[src/rtl/hazard_pkg.sv]
// rtl/hazard_pkg.sv - shared types and helpers for the pipeline hazard controller
// Purpose: state encoding, register-index type, x0 constant and the load-use match.
// Ports: none (package).
package hazard_pkg;

    typedef enum logic [1:0] {
        RUN      = 2'd0,
        MEM_WAIT = 2'd1,
        HALT     = 2'd2
    } state_t;

    typedef logic [4:0] reg_idx_t;

    localparam reg_idx_t REG_X0 = 5'd0;

    // A load in EX whose destination is read by the ID instruction cannot be
    // forwarded in time; x0 never carries a dependency.
    function automatic logic load_use_hit(
        input logic     mem_read,
        input reg_idx_t rd,
        input reg_idx_t rs1,
        input logic     uses_rs1,
        input reg_idx_t rs2,
        input logic     uses_rs2
    );
        return mem_read && (rd != REG_X0) &&
               ((uses_rs1 && (rs1 == rd)) || (uses_rs2 && (rs2 == rd)));
    endfunction

endpackage

[src/rtl/sat_counter.sv]
// rtl/sat_counter.sv - saturating up-counter with synchronous clear
// Purpose: performance counter that sticks at all-ones instead of wrapping.
// Ports:
//   clk      in   clock
//   i_clr    in   synchronous clear (active-high)
//   i_inc    in   count enable
//   o_count  out  WIDTH-bit count
module sat_counter #(
    parameter int WIDTH = 32
) (
    input  logic             clk,
    input  logic             i_clr,
    input  logic             i_inc,
    output logic [WIDTH-1:0] o_count
);

    logic [WIDTH-1:0] r_count;

    always_ff @(posedge clk) begin
        if (i_clr) begin
            r_count <= '0;
        end else if (i_inc && (r_count != '1)) begin
            r_count <= r_count + WIDTH'(1);
        end
    end

    assign o_count = r_count;

endmodule

[src/rtl/hazard_control_unit.sv]
// rtl/hazard_control_unit.sv - advance/hold/flush control for the 5-stage pipeline
// Purpose: resolves load-use stalls, taken-branch flushes and data-memory waits,
//          with a watchdog that halts the core when memory never answers.
// Optional feature: HAZARD_PERF_CNT_EN adds StallCycles/FlushCount counters.
// Ports:
//   clk, rst                     clock, synchronous active-high reset
//   IFID_Rs1/Rs2, IFID_UsesRs1/2 sources read by the ID instruction
//   IDEX_Rd, IDEX_MemRead        destination / load flag of the EX instruction
//   EX_BranchTaken               redirect resolved in EX
//   MEM_Req, MEM_Ready           data-memory request / completion
//   PCWrite, IFID_Write          PC and IF/ID load enables
//   IFID_Flush, IDEX_Flush       bubble insertion into IF/ID and ID/EX
//   EXMEM_Write, MEMWB_Bubble    EX/MEM enable, bubble into MEM/WB
//   MemFault                     sticky watchdog fault
//   StallCycles, FlushCount      saturating perf counters (macro only)
module hazard_control_unit
    import hazard_pkg::*;
#(
    parameter int TIMEOUT_CYCLES = 16,
    parameter int CNT_W          = 32
) (
    input  logic             clk,
    input  logic             rst,
    input  logic [4:0]       IFID_Rs1,
    input  logic [4:0]       IFID_Rs2,
    input  logic             IFID_UsesRs1,
    input  logic             IFID_UsesRs2,
    input  logic [4:0]       IDEX_Rd,
    input  logic             IDEX_MemRead,
    input  logic             EX_BranchTaken,
    input  logic             MEM_Req,
    input  logic             MEM_Ready,
    output logic             PCWrite,
    output logic             IFID_Write,
    output logic             IFID_Flush,
    output logic             IDEX_Flush,
    output logic             EXMEM_Write,
    output logic             MEMWB_Bubble,
    output logic             MemFault
`ifdef HAZARD_PERF_CNT_EN
    ,
    output logic [CNT_W-1:0] StallCycles,
    output logic [CNT_W-1:0] FlushCount
`endif
);

    localparam logic [7:0] WD_LIMIT = 8'(TIMEOUT_CYCLES);

    if ((TIMEOUT_CYCLES < 2) || (TIMEOUT_CYCLES > 255) || (CNT_W < 1)) begin : g_bad_param
        $error("hazard_control_unit: parameter out of range");
    end

    state_t     r_state;
    state_t     w_state_nxt;
    logic [7:0] r_wd_cnt;
    logic [7:0] w_wd_cnt_nxt;
    logic       w_load_use;
    logic       w_freeze;
    logic       w_branch_flush;

    assign w_load_use = load_use_hit(IDEX_MemRead, IDEX_Rd, IFID_Rs1, IFID_UsesRs1,
                                     IFID_Rs2, IFID_UsesRs2);

    always_ff @(posedge clk) begin
        if (rst) begin
            r_state  <= RUN;
            r_wd_cnt <= '0;
        end else begin
            r_state  <= w_state_nxt;
            r_wd_cnt <= w_wd_cnt_nxt;
        end
    end

    always_comb begin
        w_state_nxt    = r_state;
        w_wd_cnt_nxt   = r_wd_cnt;
        PCWrite        = 1'b1;
        IFID_Write     = 1'b1;
        IFID_Flush     = 1'b0;
        IDEX_Flush     = 1'b0;
        EXMEM_Write    = 1'b1;
        MEMWB_Bubble   = 1'b0;
        w_branch_flush = 1'b0;

        // Once in MEM_WAIT only MEM_Ready releases the pipe; the original
        // request is still pending even if MEM_Req is not re-presented.
        case (r_state)
            RUN:      w_freeze = MEM_Req && !MEM_Ready;
            MEM_WAIT: w_freeze = !MEM_Ready;
            default:  w_freeze = 1'b1;
        endcase

        if (rst) begin
            PCWrite      = 1'b0;
            IFID_Write   = 1'b0;
            EXMEM_Write  = 1'b0;
            IFID_Flush   = 1'b1;
            IDEX_Flush   = 1'b1;
            MEMWB_Bubble = 1'b1;
        end else if (w_freeze) begin
            // ID/EX holds (no flush) so a pending branch survives the stall.
            PCWrite      = 1'b0;
            IFID_Write   = 1'b0;
            EXMEM_Write  = 1'b0;
            MEMWB_Bubble = 1'b1;
            case (r_state)
                RUN: begin
                    w_state_nxt  = MEM_WAIT;
                    w_wd_cnt_nxt = 8'd1;
                end
                MEM_WAIT: begin
                    if (r_wd_cnt >= WD_LIMIT) begin
                        w_state_nxt = HALT;
                    end else begin
                        w_wd_cnt_nxt = r_wd_cnt + 8'd1;
                    end
                end
                default: w_state_nxt = HALT;
            endcase
        end else begin
            w_state_nxt  = RUN;
            w_wd_cnt_nxt = '0;
            if (EX_BranchTaken) begin
                // The ID instruction is wrong-path, so its load-use is moot.
                IFID_Flush     = 1'b1;
                IDEX_Flush     = 1'b1;
                w_branch_flush = 1'b1;
            end else if (w_load_use) begin
                PCWrite    = 1'b0;
                IFID_Write = 1'b0;
                IDEX_Flush = 1'b1;
            end
        end
    end

    assign MemFault = (r_state == HALT) && !rst;

`ifdef HAZARD_PERF_CNT_EN
    logic             w_stall_inc;
    logic [CNT_W-1:0] w_stall_cnt;
    logic [CNT_W-1:0] w_flush_cnt;

    assign w_stall_inc = !rst && !PCWrite && (r_state != HALT);

    sat_counter #(.WIDTH(CNT_W)) u_stall_cnt (
        .clk     (clk),
        .i_clr   (rst),
        .i_inc   (w_stall_inc),
        .o_count (w_stall_cnt)
    );

    sat_counter #(.WIDTH(CNT_W)) u_flush_cnt (
        .clk     (clk),
        .i_clr   (rst),
        .i_inc   (w_branch_flush),
        .o_count (w_flush_cnt)
    );

    // Registered counts still hold old values during the first reset cycle.
    assign StallCycles = rst ? '0 : w_stall_cnt;
    assign FlushCount  = rst ? '0 : w_flush_cnt;
`endif

endmodule

[config.mk]
export PLATFORM = sky130hd
export DESIGN_NAME = hazard_control_unit
export DESIGN_NICKNAME = d
export VERILOG_FILES = /design/src/rtl/hazard_pkg.sv /design/src/rtl/sat_counter.sv /design/src/rtl/hazard_control_unit.sv
export SDC_FILE = /design/constraint.sdc
export NUM_CORES = 1
export LEC_CHECK = 0
export CAP_MARGIN = 20
export CELL_PAD_IN_SITES_DETAIL_PLACEMENT = 0
export CELL_PAD_IN_SITES_GLOBAL_PLACEMENT = 2
export CORE_ASPECT_RATIO = 1.2
export CORE_MARGIN = 1.5
export CORE_UTILIZATION = 19
export CTS_CLUSTER_SIZE = 20
export DETAILED_ROUTE_END_ITERATION = 10
export PLACE_DENSITY = 0.8
export SLEW_MARGIN = 10
export SYNTH_ARGS = -nofsm -noshare
export SYNTH_HDL_FRONTEND = slang
export SYNTH_HIERARCHICAL = 1
export SYNTH_SLANG_ARGS = --single-unit
[constraint.sdc]
create_clock -name clk -period 1.3 [get_ports clk]
set_clock_uncertainty 0.1 [all_clocks]
set_input_delay 0.195 -clock clk [delete_from_list [all_inputs] [get_ports clk]]
set_output_delay 0.195 -clock clk [all_outputs]
set_load 0.05 [all_outputs]
==> flow_metrics.py, run 1 <==
metrics = {
    "setup_path": {
        "crit_type": "in -> out",
        "worst-path-max-fanout": 2,
        "cp-start-kind": "input pin",
        "worstSetupEndpointType": "output port",
        "crit_arrival_ns": 1.56,
        "cp_data_required_time_ns": 1.00,
        "crit_end": "IFID_Write",
        "r2r_setup_slack_ns": -0.28,
        "worstRegToRegCells": 6,
        "r2r_end": "r_wd_cnt[4]$_SDFFE_PP0P_",
        "crit_start": "IFID_Rs1[2]",
        "r2r-start": "r_state[0]$_SDFFE_PP0P_",
    },
    "layout": {
        "drive_gt1_share_pct": 51.7,
        "final_area_um2": 1280,
        "regArea_um2": 201,
        "n_antenna_cell": 0,
        "layout_common_cells": "15 x buf_4, 9 x dfxtp_1, 8 x xor2_1, 8 x clkdlybuf4s50_1, 5 x dlygate4sd2_1",
        "multi_input_area_um2": 524,
        "final_common_cell": "buf_4",
        "fin_nets": 144,
        "area_delta_synth_final_pct": 104,
        "fillers": 313,
    },
    "run_status": {
        "violations": "setup timing",
        "status": "complete, but fails checks",
    },
    "power": {
        "power_density_nw_per_um2": 726,
        "ir_worst_vdd_mv": 0.357,
        "leakage_nw": 0.532,
    },
    "yosys": {
        "synthFlopType": "dfxtp_1",
        "synth_mux_area_share_pct": 0,
        "synth_top_family_by_area": "simple AND/OR/NAND/NOR gates",
        "seq_area_frac_synth_pct": 32.0,
        "synth_area_per_cell_um2": 9.20,
        "synthCells": 68,
        "synth-async-reset-ratio_pct": 0,
        "yosys.area_share.adder_pct": 4.00,
        "yosys_warnings": 6,
        "synth_cell_type_count": 33,
        "synthSimpleGateAreaFrac_pct": 29.0,
        "synth-edff-count": 0,
        "yosys.area_share.xor_xnor_pct": 18.2,
        "synth.ff_latch_count": 10,
        "synth-compound-area-share_pct": 13.8,
        "syn-num-nets": 93,
        "syn_area_um2": 626,
    },
    "global_route": {
        "grt_pass1_vias": 712,
        "grt_use_total_pct": 10.4,
        "grt_max_degree": 7,
        "antenna_found_initial": 0,
        "gr-total-overflow": 0,
        "grt_pass1_wl_um": 2970,
    },
    "worst_hold_path": {
        "min-delay-start": "r_wd_cnt[7]$_SDFFE_PP0P_",
        "min_path_type": "reg -> reg",
    },
    "sta": {
        "min_period_over_period_pct": 143,
        "hold_violations": 0,
        "fin_ws_ns": -0.558,
        "setup_violations": 16,
        "min_period_ns": 1.86,
        "final_max_slew_viol_count": 0,
        "fin_setup_tns_ns": -4.54,
        "rsz0062_at_grt": "true",
        "worst_pin_slew_ns": 0.311,
        "relSlewSlack_pct": 79.2,
        "fmax_mhz": 538,
    },
    "die": {
        "core_um2": 3110,
        "die-area_um2": 3650,
        "initial_utilization_pct": 20.1,
        "num_rows": 22,
        "die_w_um": 55.4,
        "io_pins": 30,
        "die-height_um": 65.9,
    },
    "placement": {
        "portBuffers": 29,
        "gp_congestion": 0.834,
        "place_hpwl_um": 1360,
        "placed_area_um2": 1130,
    },
    "routing": {
        "drtAntennaViolNets": 0,
        "via_count": 659,
        "drc_errors": 0,
        "firstDrtPassIters": 3,
        "via_per_inst": 4.28,
        "wl_per_cell_um": 11.4,
        "drt_iter0_drc": 7,
        "routed_wirelength_um": 1760,
    },
    "clock_network": {
        "cts_sinks": 10,
        "numCtsBuffers": 3,
        "hold_buffers": 0,
        "tritoncts": "built",
        "clockBufferDepth": 2,
        "htree_levels": 1,
        "clk_pin_slew_worst_paths_ns": 0.07,
        "cts.root.buffer_cell": "clkbuf_4",
        "worst_skew_pair.late_latency_ns": 0.26,
    },
    "job": {
        "maxCapViolations": 0,
    },
}
==> power breakdown <==
group	switching [W]	internal (W)	leakage, nW
Clock	0.000107	0.000170	0.0210
Combinational	0.000154	0.000182	0.430
Sequential	0.00000287	0.000311	0.0813
Total	0.000263	0.000663	0.532
==> stage by stage <==
step | power, W | hold WS, ns | std cells | setup WS [ns] | utilization [%]
6_report | 0.000926 | 0.382 | 154 | -0.558 | 41.0
5_1_grt | 0.000972 | 0.417 | 154 | -0.593 | 41.0
4_1_cts | 0.000933 | 0.390 | 152 | -0.552 | 39.6
3_5_place_dp | 0.000625 | 0.368 | 147 | -0.958 | 36.3
3_3_place_gp | 0.000621 | 0.370 | 147 | -0.933 | 36.3
2_1_floorplan | 0.000470 | 0.339 | 68 | -0.673 | -
==> flip-flops by register name, indices dropped and copies added, names as in the netlist <==
| name | flops |
|---|---|
| r_wd_cnt | 8 |
| r_state | 2 |
==> cells in the mapped netlist, types with 2 or more instances <==
library cell,n,area [um2]
xor2_1,10,87.6
a21oi_1,2,10.0
nand2b_1,2,12.5
dfxtp_1,10,200
nor2_1,3,11.3
xnor2_1,3,26.3
ha_1,2,25.0
nand2_1,4,15.0
inv_1,3,11.3
or3_1,2,12.5
nor4_1,2,12.5
and2_1,3,18.8
nand3_1,2,10.0
==> layout make-up <==
cell class | count | share of cell area, %
Multi-Input combinational cell | 54 | 41.1
Timing Repair Buffer | 47 | 35.6
Sequential cell | 10 | 15.8
Tap cell | 36 | 3.53
Clock buffer | 4 | 2.84
Inverter | 3 | 1.18
==> cell families (layout without fill, tap and decap cells) <==
family / count (synthesis) / count (layout)
AOI/OAI and AO/OA: 11 / 11
xor gates and xnor gates: 13 / 13
adders and majority gates: 2 / 2
buffers and inverters: 4 / 54
DFF: 10 / 10
and+or+nand+nor: 28 / 28
==> critical path, stage by stage <==
cell and delay, ns:
clkdlybuf4s15_1 0.17, xor2_1 0.15, nor4_2 0.33, a32oi_2 0.18, o31a_4 0.38, buf_8 0.16
==> worst min path at each step <==
stage	to	slack [ns]	cells past startpoint
5_1_grt	r_wd_cnt[6]$_SDFFE_PP0P_	0.42	1
2_1_floorplan	r_wd_cnt[4]$_SDFFE_PP0P_	0.34	2
6_report	r_wd_cnt[7]$_SDFFE_PP0P_	0.38	1
4_1_cts	r_wd_cnt[7]$_SDFFE_PP0P_	0.39	1
3_3_place_gp	r_wd_cnt[7]$_SDFFE_PP0P_	0.37	1
3_5_place_dp	r_wd_cnt[7]$_SDFFE_PP0P_	0.37	1
==> timing repair <==
item,in CTS,in global routing
buffers inserted,1,2
setup endpoints to repair,16,16
endpoints found under the hold margin,0,0
pin swaps,9,10
gates resized for setup,42,14
==> layer usage <==
layer  up-vias  global-route usage [%]  share of wire (%)
li1        332                       -                  -
met1       305                    10.6                 39
met2        20                    19.6                 55
met3         2                    3.13                5.3
met4         0                    4.57               0.97
met5         -                       0                  0
(Power assumes the default switching activity.)
==> inputs of run 2 (changes only) <==
--- a/config.mk
+++ b/config.mk
@@ -9,11 +9,11 @@
 export CELL_PAD_IN_SITES_DETAIL_PLACEMENT = 0
 export CELL_PAD_IN_SITES_GLOBAL_PLACEMENT = 2
 export CORE_ASPECT_RATIO = 1.2
-export CORE_MARGIN = 1.5
 export CORE_UTILIZATION = 19
 export CTS_CLUSTER_SIZE = 20
 export DETAILED_ROUTE_END_ITERATION = 10
 export PLACE_DENSITY = 0.8
+export SETUP_SLACK_MARGIN = 0.5
 export SLEW_MARGIN = 10
 export SYNTH_ARGS = -nofsm -noshare
 export SYNTH_HDL_FRONTEND = slang
==> flow_metrics.py, run 2 (synthesis gave the netlist of run 1 again) <==
metrics = {
    "global_route": {
        "gr-total-overflow": 0,
        "grt_max_degree": 7,
        "grt_pass1_wl_um": 2770,
        "antenna_found_initial": 0,
        "grt_use_total_pct": 11.0,
        "grt_pass1_vias": 681,
    },
    "layout": {
        "area_delta_synth_final_pct": 111,
        "largest_reg_flops": 8,
        "n_antenna_cell": 0,
        "drive_gt1_share_pct": 54.2,
        "layout_common_cells": "16 x buf_4, 10 x xor2_1, 8 x dfxtp_1",
        "fillers": 299,
        "final_common_cell": "buf_4",
        "final_cells": 156,
        "regArea_um2": 203,
        "top_register": "r_wd_cnt",
        "fin_nets": 146,
        "multi_input_area_um2": 532,
        "top_regs": "r_wd_cnt: 8 flops, r_state: 2 flops",
    },
    "placement": {
        "portBuffers": 29,
        "dp.cells": 147,
        "place_hpwl_um": 1340,
        "gp_congestion": 0.699,
    },
    "die": {
        "initial_utilization_pct": 20.1,
        "io_pins": 30,
        "core_um2": 3110,
        "die-height_um": 64.9,
        "die-area_um2": 3530,
        "die_w_um": 54.4,
        "num_rows": 22,
    },
    "power": {
        "p_sw_share_pct": 28.0,
        "combPwrFrac_pct": 37.2,
        "ir_worst_vdd_mv": 0.418,
        "switchingPower_w": 0.000262,
        "p_seq_share_pct": 33.5,
        "power_frac_clock_pct": 29.2,
        "leakage_nw": 0.552,
        "power_density_nw_per_um2": 709,
        "p_int_w": 0.000673,
    },
    "run_status": {
        "status": "complete, but fails checks",
        "violations": "setup timing",
    },
    "routing": {
        "routed_wirelength_um": 1850,
        "drt_iter0_drc": 7,
        "via_count": 674,
        "firstDrtPassIters": 2,
        "via_per_inst": 4.32,
        "drtAntennaViolNets": 0,
        "drc_errors": 0,
        "wl_per_cell_um": 11.9,
    },
    "clock_network": {
        "cts_sinks": 10,
        "htree_levels": 1,
        "hold_buffers": 0,
        "worst_skew_pair.late_latency_ns": 0.26,
        "numCtsBuffers": 3,
        "clockBufferDepth": 2,
        "cts.root.buffer_cell": "clkbuf_4",
        "tritoncts": "built",
        "clk_pin_slew_worst_paths_ns": 0.07,
    },
    "sta": {
        "hold_violations": 0,
        "worst_pin_slew_ns": 0.309,
        "min_period_ns": 1.83,
        "min_period_over_period_pct": 141,
        "rsz0062_at_grt": "true",
        "relSlewSlack_pct": 79.2,
        "setup_violations": 17,
        "final_max_slew_viol_count": 0,
        "fmax_mhz": 545,
        "fin_setup_tns_ns": -5.37,
        "fin_ws_ns": -0.535,
    },
    "setup_path": {
        "crit_type": "in -> out",
        "cp_top_family": "compound AO/OA/AOI/OAI gates",
        "path_cells": "clkdlybuf4s15_1 -> xor2_1 -> nor4_2 -> a32oi_2 -> o31a_4 -> buf_8",
        "worst-path-max-fanout": 2,
        "worstRegToRegCells": 7,
        "cp_num_buf_inv": 2,
        "cp_data_required_time_ns": 1.00,
        "slowest_delay_ns": 0.33,
        "r2r_setup_slack_ns": -0.34,
        "crit_slowest_cell": "o31a_4",
        "crit_arrival_ns": 1.54,
        "r2r_end": "r_wd_cnt[4]$_SDFFE_PP0P_",
        "cp-start-kind": "input pin",
        "r2r-start": "r_state[0]$_SDFFE_PP0P_",
        "worstSetupEndpointType": "output port",
    },
    "worst_hold_path": {
        "hold_end": "r_wd_cnt[7]$_SDFFE_PP0P_",
        "min_path_type": "reg -> reg",
        "whs_path_depth": 1,
        "min-delay-start": "r_wd_cnt[7]$_SDFFE_PP0P_",
    },
    "job": {
        "maxCapViolations": 0,
    },
}
## run 2: changes by cell type in the layout (fill, tap and decap cells not counted), moves of 2 or more
cell / delta
clkdlybuf4s15_2: +2
and2_1: -3
and2_4: +3
xor2_2: -2
buf_2: -2
xor2_1: +2
## run 2: cell type report
cell class	count	share of cell area [%]
Sequential cell	10	15.4
Multi-Input combinational cell	54	40.3
Clock buffer	4	2.75
Timing Repair Buffer	49	37.1
Tap cell	36	3.41
Inverter	3	1.14
## run 2: worst register-to-register path: cells and delay by family (launching register included)
kind | cells | cell delay (ns)
AO/OA/AOI/OAI | 1 | 0.11
buffers and inverters | 3 | 0.28
flip-flops | 1 | 0.34
AND/OR/NAND/NOR | 3 | 0.75
## run 2: what timing repair did
item	in CTS	in global routing
cloned	0	0
pin swaps	12	6
setup endpoints to repair	17	17
setup buffers	3	2
resized for setup	48	11
## run 2: per-stage QoR
stage / setup slack [ns] / total power [W] / instance area [um2] / util (%) / hold slack (ns)
floorplan: -0.673 / 0.000470 / 674 / - / 0.339
global placement: -0.926 / 0.000622 / 1130 / 36.4 / 0.370
detailed placement: -0.958 / 0.000624 / 1130 / 36.4 / 0.368
CTS: -0.536 / 0.000934 / 1270 / 40.7 / 0.390
global route: -0.581 / 0.000982 / 1320 / 42.4 / 0.408
finish: -0.535 / 0.000935 / 1320 / 42.4 / 0.396
## run 2: worst max-delay path by stage
stage	startpoint	to	slack, ns	cells past startpoint
floorplan	r_state[0]$_SDFFE_PP0P_	PCWrite	-0.67	5
global placement	IDEX_Rd[2]	IFID_Write	-0.93	6
detailed placement	IDEX_Rd[2]	IFID_Write	-0.96	6
CTS	r_state[0]$_SDFFE_PP0P_	IFID_Write	-0.54	5
global route	r_state[0]$_SDFFE_PP0P_	PCWrite	-0.58	5
finish	IFID_Rs1[1]	IFID_Write	-0.53	6
## run 2: layer usage
metal | vias to the layer above | GRT usage, % | wire length (um) | share of wire, %
li1 | 338 | - | - | -
met1 | 312 | 9.30 | 604 | 33
met2 | 22 | 21.5 | 1070 | 58
met3 | 2 | 3.52 | 161 | 8.7
met4 | 0 | 4.81 | 17 | 0.92
met5 | - | 0 | 0 | 0
## run 2: power by group through the flow
stage / logic (W) / clock network, W / registers (W)
2_1_floorplan: 0.000148 / 0 / 0.000322
3_3_place_gp: 0.000301 / 0 / 0.000321
3_5_place_dp: 0.000303 / 0 / 0.000321
4_1_cts: 0.000337 / 0.000284 / 0.000314
5_1_grt: 0.000366 / 0.000302 / 0.000314
6_report: 0.000348 / 0.000273 / 0.000314
==> inputs of run 3 (changes only) <==
--- a/config.mk
+++ b/config.mk
@@ -12,7 +12,7 @@
 export CORE_UTILIZATION = 19
 export CTS_CLUSTER_SIZE = 20
 export DETAILED_ROUTE_END_ITERATION = 10
-export PLACE_DENSITY = 0.8
+export PLACE_DENSITY_LB_ADDON = 0.1
 export SETUP_SLACK_MARGIN = 0.5
 export SLEW_MARGIN = 10
 export SYNTH_ARGS = -nofsm -noshare
==> flow_metrics.py, run 3 (synthesis gave the netlist of run 1 again) <==
metrics = {
    "run_status": {
        "status": "complete, but fails checks",
        "violations": "setup timing",
    },
    "layout": {
        "final_area_um2": 1280,
        "fin_util_pct": 41.3,
        "fillers": 330,
        "largest_reg_flops": 8,
        "drive_gt1_share_pct": 53.3,
        "top_register": "r_wd_cnt",
        "top_regs": "r_wd_cnt: 8 flops, r_state: 2 flops",
        "fin_nets": 147,
        "layout_common_cells": "19 x buf_4, 10 x xor2_1, 7 x clkdlybuf4s50_1, 7 x dfxtp_1, 6 x dlygate4sd2_1",
        "final_common_cell": "buf_4",
        "n_antenna_cell": 0,
        "area_delta_synth_final_pct": 105,
    },
    "global_route": {
        "grt_max_degree": 7,
        "grt_pass1_vias": 681,
        "antenna_found_initial": 0,
        "grt_use_total_pct": 10.6,
        "grt_pass1_wl_um": 2620,
        "gr-total-overflow": 0,
    },
    "placement": {
        "gp_congestion": 0.666,
        "pre_cts_ws_ns": -0.965,
        "place_hpwl_um": 1400,
        "placed_area_um2": 1150,
        "portBuffers": 29,
    },
    "clock_network": {
        "cts_sinks": 10,
        "cts.root.buffer_cell": "clkbuf_4",
        "hold_buffers": 0,
        "clk_pin_slew_worst_paths_ns": 0.06,
        "numCtsBuffers": 3,
        "tritoncts": "built",
        "htree_levels": 1,
        "worst_skew_pair.late_latency_ns": 0.26,
        "clockBufferDepth": 2,
    },
    "setup_path": {
        "r2r-start": "r_state[0]$_SDFFE_PP0P_",
        "r2r_setup_slack_ns": -0.26,
        "worst-path-max-fanout": 3,
        "r2r_end": "r_wd_cnt[4]$_SDFFE_PP0P_",
        "crit_start": "IDEX_Rd[4]",
        "crit_end": "PCWrite",
        "cp_data_required_time_ns": 1.00,
        "worstSetupEndpointType": "output port",
        "crit_type": "in -> out",
        "crit_arrival_ns": 1.52,
        "worstRegToRegCells": 6,
        "cp-start-kind": "input pin",
    },
    "routing": {
        "via_count": 680,
        "routed_wirelength_um": 1800,
        "drt_iter0_drc": 1,
        "drc_errors": 0,
        "firstDrtPassIters": 3,
        "via_per_inst": 4.36,
        "wl_per_cell_um": 11.5,
        "drtAntennaViolNets": 0,
    },
    "die": {
        "core_um2": 3110,
        "num_rows": 22,
        "die-height_um": 64.9,
        "initial_utilization_pct": 20.1,
        "die_w_um": 54.4,
        "io_pins": 30,
        "die-area_um2": 3530,
    },
    "sta": {
        "min_period_ns": 1.82,
        "hold_violations": 0,
        "min_period_over_period_pct": 140,
        "worst_pin_slew_ns": 0.332,
        "setup_violations": 16,
        "fmax_mhz": 550,
        "rsz0062_at_grt": "true",
        "relSlewSlack_pct": 77.8,
        "fin_ws_ns": -0.518,
        "whs_ns": 0.390,
        "final_max_slew_viol_count": 0,
    },
    "power": {
        "ir_worst_vdd_mv": 0.420,
        "power_density_nw_per_um2": 664,
        "fin_total_pwr_w": 0.000853,
        "leakage_nw": 0.533,
    },
    "worst_hold_path": {
        "min-delay-start": "r_wd_cnt[6]$_SDFFE_PP0P_",
        "min_path_type": "reg -> reg",
    },
    "job": {
        "maxCapViolations": 0,
    },
}
## run 3: changes by cell type in the layout (fill, tap and decap cells not counted), sizes merged
cell          previous run  this run
clkbuf                   4         3
buf                     29        31
dlymetal6s2s             1         0
## run 3: routing by layer
metal	part of all wire [%]	track usage (%)	vias to the layer above
met4	1.2	7.69	0
met1	33	8.15	316
met2	56	21.3	20
met3	9.6	1.88	2
li1	-	-	342
met5	0	0	-
## run 3: worst min-delay path by stage
stage	cells past startpoint	end
finish	1	r_wd_cnt[6]$_SDFFE_PP0P_
global route	1	r_wd_cnt[6]$_SDFFE_PP0P_
CTS	1	r_wd_cnt[6]$_SDFFE_PP0P_
detailed placement	1	r_wd_cnt[6]$_SDFFE_PP0P_
global placement	1	r_wd_cnt[6]$_SDFFE_PP0P_
floorplan	2	r_wd_cnt[4]$_SDFFE_PP0P_
## run 3: critical path, cell delays in order
cell and delay [ns]:
clkdlybuf4s15_2 0.21, or4_4 0.51, o21ai_2 0.18, buf_4 0.13
o31a_4 0.15, buf_8 0.14
## run 3: report_power, final
part / internal, W / switching (W)
registers: 0.000311 / 0.00000260
clock network: 0.000106 / 0.0000962
logic: 0.000185 / 0.000152
## run 3: area by class of cell
cell class	count	area (um2)	share of cell area, %
Tap cell	36	45.0	3.51
Timing Repair Buffer	50	480	37.4
Sequential cell	10	204	15.9
Multi-Input combinational cell	54	518	40.3
Inverter	3	15.0	1.17
Clock buffer	3	22.5	1.75
## run 3: through the flow
step,instances,TNS [ns]
floorplan,68,-2.32
global placement,149,-6.74
detailed placement,149,-6.78
CTS,154,-4.13
global route,156,-5.52
finish,156,-4.43
## run 3: timing repair
| action | 4_1_cts | 5_1_grt |
|---|---|---|
| endpoints found under the setup margin | 17 | 17 |
| pin swaps | 11 | 5 |
| buffers inserted | 2 | 2 |
| resized for setup | 45 | 11 |
